<file path="config.mk">
export PLATFORM = sky130hd
export DESIGN_NAME = aes_uart_block_loader
export DESIGN_NICKNAME = d
export VERILOG_FILES = /design/src/rtl/aes_io_pkg.sv /design/src/rtl/uart_rx_byte.sv /design/src/rtl/aes_uart_block_loader.sv
export SDC_FILE = /design/constraint.sdc
export NUM_CORES = 1
export LEC_CHECK = 0
export BUFFER_PORTS_ARGS = -buffer_cell sky130_fd_sc_hd__buf_2
export CAP_MARGIN = 10
export CORE_ASPECT_RATIO = 0.75
export CORE_MARGIN = 1
export CORE_UTILIZATION = 61
export CTS_BUF_LIST = sky130_fd_sc_hd__clkbuf_2
export DETAILED_ROUTE_END_ITERATION = 10
export PLACE_DENSITY = 0.87
export SYNTH_ARGS = -nofsm -noshare
export SYNTH_HDL_FRONTEND = slang
export SYNTH_SLANG_ARGS = --single-unit
export TNS_END_PERCENT = 10
</file>
<file path="constraint.sdc">
create_clock -name clk -period 6.28 [get_ports clk]
set_input_delay 1.57 -clock clk [delete_from_list [all_inputs] [get_ports clk]]
set_output_delay 1.57 -clock clk [all_outputs]
set_load 0.01 [all_outputs]
</file>
<file path="src/rtl/aes_io_pkg.sv">
// Shared definitions for the AES I/O paths: block geometry, UART defaults and
// the receiver state encoding.
package aes_io_pkg;
  localparam int AES_BLOCK_BITS   = 128;
  localparam int AES_BLOCK_BYTES  = 16;
  localparam int CLK_FREQ_DEFAULT = 100_000_000;
  localparam int BAUD_DEFAULT     = 115_200;

  typedef enum logic [2:0] {
    RX_IDLE,
    RX_START,
    RX_DATA,
    RX_STOP,
    RX_BREAK
  } rx_state_t;
endpackage

</file>
<file path="src/rtl/uart_rx_byte.sv">
// 8N1 UART receiver: 2-flop synchronizer, mid-bit sampling FSM, one-cycle
// byte_done / stop_err pulses. byte_data is valid while byte_done is high.
module uart_rx_byte
  import aes_io_pkg::*;
#(
  parameter int CLKS_PER_BIT = 868
) (
  input  logic       clk,
  input  logic       reset_n,
  input  logic       rx,
  output logic       byte_done,
  output logic [7:0] byte_data,
  output logic       stop_err,
  output logic       rx_idle
);
  localparam int TW = $clog2(CLKS_PER_BIT);
  localparam logic [TW-1:0] T_HALF = TW'(CLKS_PER_BIT / 2 - 1);
  localparam logic [TW-1:0] T_FULL = TW'(CLKS_PER_BIT - 1);

  rx_state_t     r_state;
  logic          r_sync1, r_sync2;
  logic [TW-1:0] r_timer;
  logic [2:0]    r_bitcnt;
  logic [7:0]    r_shift;
  logic          r_done, r_err;

  always_ff @(posedge clk) begin
    if (!reset_n) begin
      r_sync1  <= 1'b1;
      r_sync2  <= 1'b1;
      r_state  <= RX_IDLE;
      r_timer  <= '0;
      r_bitcnt <= '0;
      r_shift  <= '0;
      r_done   <= 1'b0;
      r_err    <= 1'b0;
    end else begin
      r_sync1 <= rx;
      r_sync2 <= r_sync1;
      r_done  <= 1'b0;
      r_err   <= 1'b0;
      unique case (r_state)
        RX_IDLE: begin
          if (!r_sync2) begin
            r_state <= RX_START;
            r_timer <= '0;
          end
        end
        RX_START: begin
          // Mid-start-bit recheck; a line already high again was a glitch
          if (r_timer == T_HALF) begin
            r_timer  <= '0;
            r_bitcnt <= '0;
            r_state  <= r_sync2 ? RX_IDLE : RX_DATA;
          end else begin
            r_timer <= r_timer + 1'b1;
          end
        end
        RX_DATA: begin
          if (r_timer == T_FULL) begin
            r_timer <= '0;
            r_shift <= {r_sync2, r_shift[7:1]};
            if (r_bitcnt == 3'd7) r_state <= RX_STOP;
            else                  r_bitcnt <= r_bitcnt + 1'b1;
          end else begin
            r_timer <= r_timer + 1'b1;
          end
        end
        RX_STOP: begin
          if (r_timer == T_FULL) begin
            r_timer <= '0;
            if (r_sync2) begin
              r_done  <= 1'b1;
              r_state <= RX_IDLE;
            end else begin
              r_err   <= 1'b1;
              r_state <= RX_BREAK;
            end
          end else begin
            r_timer <= r_timer + 1'b1;
          end
        end
        RX_BREAK: begin
          if (r_sync2) r_state <= RX_IDLE;
        end
        default: r_state <= RX_IDLE;
      endcase
    end
  end

  assign byte_done = r_done;
  assign byte_data = r_shift;
  assign stop_err  = r_err;
  assign rx_idle   = (r_state == RX_IDLE);
endmodule

</file>
<file path="src/rtl/aes_uart_block_loader.sv">
// Collects 16 UART bytes into a 128-bit AES operand block (first byte in the
// top byte) and offers it downstream on a valid/ready handshake.
module aes_uart_block_loader
  import aes_io_pkg::*;
#(
  parameter int CLK_FREQ     = CLK_FREQ_DEFAULT,
  parameter int BAUD         = BAUD_DEFAULT,
  parameter int CLKS_PER_BIT = CLK_FREQ / BAUD,
  parameter int TIMEOUT_CLKS = 20 * CLKS_PER_BIT
) (
  input  logic                      clk,
  input  logic                      reset_n,
  input  logic                      uart_rx,
  input  logic                      clear,
  input  logic                      block_ready,
  output logic [AES_BLOCK_BITS-1:0] block_data,
  output logic                      block_valid,
  output logic [4:0]                byte_count,
  output logic                      frame_err,
  output logic                      overrun,
  output logic                      timeout
);
  localparam int TOW = $clog2(TIMEOUT_CLKS + 1);
  localparam logic [4:0]     FULL_CNT = 5'(AES_BLOCK_BYTES);
  localparam logic [TOW-1:0] TO_LIMIT = TOW'(TIMEOUT_CLKS);

  logic                      w_byte_done, w_stop_err, w_rx_idle;
  logic [7:0]                w_byte_data;
  logic                      w_xfer, w_store, w_to_run, w_to_fire;
  logic [4:0]                w_idx;
  logic [AES_BLOCK_BITS-1:0] r_data;
  logic [4:0]                r_count;
  logic                      r_valid, r_ferr, r_ovr, r_tmo;
  logic [TOW-1:0]            r_idle_cnt;

  uart_rx_byte #(.CLKS_PER_BIT(CLKS_PER_BIT)) u_rx (
    .clk       (clk),
    .reset_n   (reset_n),
    .rx        (uart_rx),
    .byte_done (w_byte_done),
    .byte_data (w_byte_data),
    .stop_err  (w_stop_err),
    .rx_idle   (w_rx_idle)
  );

  // A byte landing on the transfer cycle becomes byte 0 of the next block
  always_comb begin
    w_xfer    = r_valid && block_ready;
    w_store   = w_byte_done && (!r_valid || w_xfer);
    w_idx     = w_xfer ? '0 : r_count;
    w_to_run  = w_rx_idle && (r_count != '0) && (r_count < FULL_CNT);
    w_to_fire = w_to_run && (r_idle_cnt == TO_LIMIT);
  end

  always_ff @(posedge clk) begin
    if (!reset_n) begin
      r_data     <= '0;
      r_count    <= '0;
      r_valid    <= 1'b0;
      r_ferr     <= 1'b0;
      r_ovr      <= 1'b0;
      r_tmo      <= 1'b0;
      r_idle_cnt <= '0;
    end else begin
      r_idle_cnt <= (w_to_run && !w_to_fire) ? r_idle_cnt + 1'b1 : '0;
      if (clear) begin
        r_count <= '0;
        r_valid <= 1'b0;
        r_ferr  <= 1'b0;
        r_ovr   <= 1'b0;
        r_tmo   <= 1'b0;
      end else begin
        if (w_stop_err) r_ferr <= 1'b1;
        if (w_byte_done && r_valid && !w_xfer) r_ovr <= 1'b1;
        if (w_store) begin
          for (int unsigned i = 0; i < AES_BLOCK_BYTES; i++) begin
            if (w_idx == 5'(i)) r_data[AES_BLOCK_BITS-1-8*i -: 8] <= w_byte_data;
          end
          r_count <= w_idx + 5'd1;
          r_valid <= (w_idx + 5'd1) == FULL_CNT;
        end else if (w_xfer) begin
          r_count <= '0;
          r_valid <= 1'b0;
        end else if (w_to_fire) begin
          r_count <= '0;
          r_tmo   <= 1'b1;
        end
      end
    end
  end

  assign block_data  = r_data;
  assign block_valid = r_valid;
  assign byte_count  = r_count;
  assign frame_err   = r_ferr;
  assign overrun     = r_ovr;
  assign timeout     = r_tmo;
endmodule

</file>
==> run_results.csv <==
group,metric,value,unit
pwr,p_per_area,231.6,nW/um^2
drt,wl,18220,um
timing,relSlewSlack,0.3381,
clock_network,cts_tree,"done",
drt,first_iter_violations,748,
grt,grt_pass1_wl,28210,um
worst_setup_path,cp-start-kind,"input port",
timing,rsz0062_at_grt,"false",
place,dp_hpwl,12060,um
synthesis,synth_flop_cell,"dfxtp_1",
finish,insertedDiodeCount,0,
synthesis,synth_cell_type_count,52,
clock_network,ctsHoldBuffers,0,
timing,hold_viol,0,
finish,drive_above_1_share,0.2092,
worst_setup_path,crit_required,6.91,ns
timing,drv_slew,0,
floorplan,die_x,127.7,um
timing,finalCriticalPeriod,3.830,ns
drt,wl_per_cell,16.30,um
place,place_ws,1.713,ns
floorplan,pin_count,142,
pwr,p_leak,3.430,nW
pwr,ir_drop,0.1985,mV
place,placed_area,7911,um^2
timing,max_freq,261.1,MHz
finish,fillCellCount,942,
synthesis,synthesis.area,7231,um^2
place,place.gp.congestion,0.8978,
grt,antenna_found_initial,0,
timing,setup_viol_count_final,0,
synthesis,ys_ff_latch,180,
finish,syn2layout_area_growth,13.79,%
timing,fin_setup_tns,0,ns
clock_network,cts_sinks,180,
worst_setup_path,critPathKind,"in -> reg",
run,drv_cap,0,
clock_network,clock_latency,0.74,ns
place,dp.cells,1086,
clock_network,cts_resized,0,
clock_network,max-clock-path-buffers,2,
finish,finalNetCount,958,
pwr,clock_power_share,0.375,
worst_setup_path,critPathArrivalTime,4.46,ns
finish,instances_no_fill,1118,
pwr,finalPower,1.906,mW
clock_network,cts_htree_levels,4,
drt,dr.pass1.iters,5,
floorplan,std_cell_rows,34,
pwr,p_int,1.463,mW
synthesis,syn_inst,839,
finish,final_cell_mix,"180 x dfxtp_1, 141 x buf_2, 124 x nand2_1",
pwr,switching_share,0.2322,
grt,grt_pass1_vias,5405,
finish,final_util,0.7111,
timing,fin_crit_sh,0.6098,
outcome,outcome,"completed",
clock_network,path_clk_slew,0.24,ns
pwr,pwr-share-seq,0.605,
synthesis,yosysWarnings,0,
floorplan,start_util,0.6249,
grt,grt_usage,0.2995,
grt,grt_remaining_overflow,0,
drt,drc,0,
hold_path,hp-class,"reg -> reg",
floorplan,core_area,11570,um^2
synthesis,synth_edf_count,0,
drt,vias,6396,
grt,grt_max_degree,85,
clock_network,cts_root_buf,"clkbuf_2",
place,port_buffers,141,
floorplan,die-height,96.29,um
synthesis,syn_area_per_cell,8.618,um^2
timing,worst_slew_pin_slew,0.9918,ns
synthesis,async_flop_share,0,
drt,viasPerCell,5.721,
timing,fin_ws,2.450,ns
worst_setup_path,worstPathMaxFanout,23,
pwr,switchingPower,0.4424,mW
finish,final_common_cell,"dfxtp_1",
worst_setup_path,endpoint_kind,"register",
clock_network,cts_buffers,17,
clock_network,postCtsSetupBuffers,0,
finish,finalInstanceArea,8228,um^2
synthesis,ys_seq_area_frac,0.4984,
synthesis,synth_nets,854,
timing,skew,0.02416,ns
timing,whs,0.4476,ns
pwr,combinationalPowerShare,0.020,
drt,final_antenna_net_count,0,
floorplan,die-area,12300,um^2
[power groups by stage]
stage                     combinational (mW)  sequential, mW  clock (mW)
after floorplan                       0.0280            1.17           0
after global placement                0.0368            1.17           0
after detailed placement              0.0374            1.17           0
after CTS                             0.0378            1.15       0.723
after global routing                  0.0418            1.15       0.774
final                                 0.0388            1.15       0.715
[worst paths after layout]
check,from,to,slack (ns),cells past startpoint
worst max-delay path,block_ready,block_data[4],2.45,10
worst min-delay path,u_rx.r_sync1,u_rx.r_sync2,0.45,1
worst max register to register,block_valid,block_data[4],2.93,9
worst min register to register,u_rx.r_sync1,u_rx.r_sync2,0.45,1
[worst max-delay path, cell delays in order]
cell and delay, ns:
buf_2 0.14, nand2_1 0.23, and2_1 0.24, ha_1 0.72, nand3_1 0.22, a21oi_1 0.17, ha_1 0.15, nor3b_2 0.67
mux2i_1 0.28, nor2_1 0.06
[kinds of logic after synthesis]
logic type                 synth area share
xor gates and xnor gates            0.01696
adders and majority gates           0.01730
AOI/OAI and AO/OA                    0.1050
buffers and inverters               0.04482
muxes                               0.07060
DFF                                  0.4984
and+or+nand+nor                      0.2469
[synthesized netlist by cell type (all sizes together), types with 4 or more instances]
| library cell | instances | area share |
|---|---|---|
| dfxtp | 180 | 0.50 |
| nand2 | 128 | 0.068 |
| nand3 | 108 | 0.075 |
| a21oi | 104 | 0.072 |
| nor2 | 89 | 0.047 |
| mux2i | 51 | 0.071 |
| clkbuf | 44 | 0.024 |
| buf | 18 | 0.015 |
| inv | 11 | 0.0057 |
| ha | 10 | 0.017 |
| xor2 | 10 | 0.012 |
| nand2b | 8 | 0.0069 |
| nor3b | 7 | 0.012 |
| o21ai | 7 | 0.0048 |
| a21o | 5 | 0.0052 |
| nor4 | 5 | 0.0043 |
| a31oi | 4 | 0.0035 |
| and3 | 4 | 0.0035 |
| nor3 | 4 | 0.0028 |
| xnor2 | 4 | 0.0048 |
[final cells by class]
type,count,area (um^2),share of cell area
Sequential cell,180,3603,0.4380
Multi-Input combinational cell,586,3311,0.4024
Timing Repair Buffer,147,750.7,0.09124
Clock inverter,15,231.5,0.02813
Tap cell,162,202.7,0.02463
Clock buffer,17,85.08,0.01034
Inverter,11,43.79,0.005322
[routing by layer]
layer  part of all wire  wire length (um)  vias to the layer above  GRT usage
li1                   -                 -                     3073          -
met1               0.45              8265                     2994     0.4151
met2               0.43              7891                      291     0.4381
met3              0.091              1663                       38    0.08838
met4              0.022               402                        0     0.1167
met5                  0                 0                        -          0
[flip-flops by register name (all words and copies together) (netlist names)]
signal and count:
block_data 128, block_valid 1, byte_count 5, frame_err 1, overrun 1, r_idle_cnt 15
timeout 1, u_rx.byte_data 8, u_rx.byte_done 1, u_rx.r_bitcnt 3, u_rx.r_state 3, u_rx.r_sync1 1
u_rx.r_sync2 1, u_rx.r_timer 10, u_rx.stop_err 1
No activity file was read; power rests on OpenSTA's default activity.
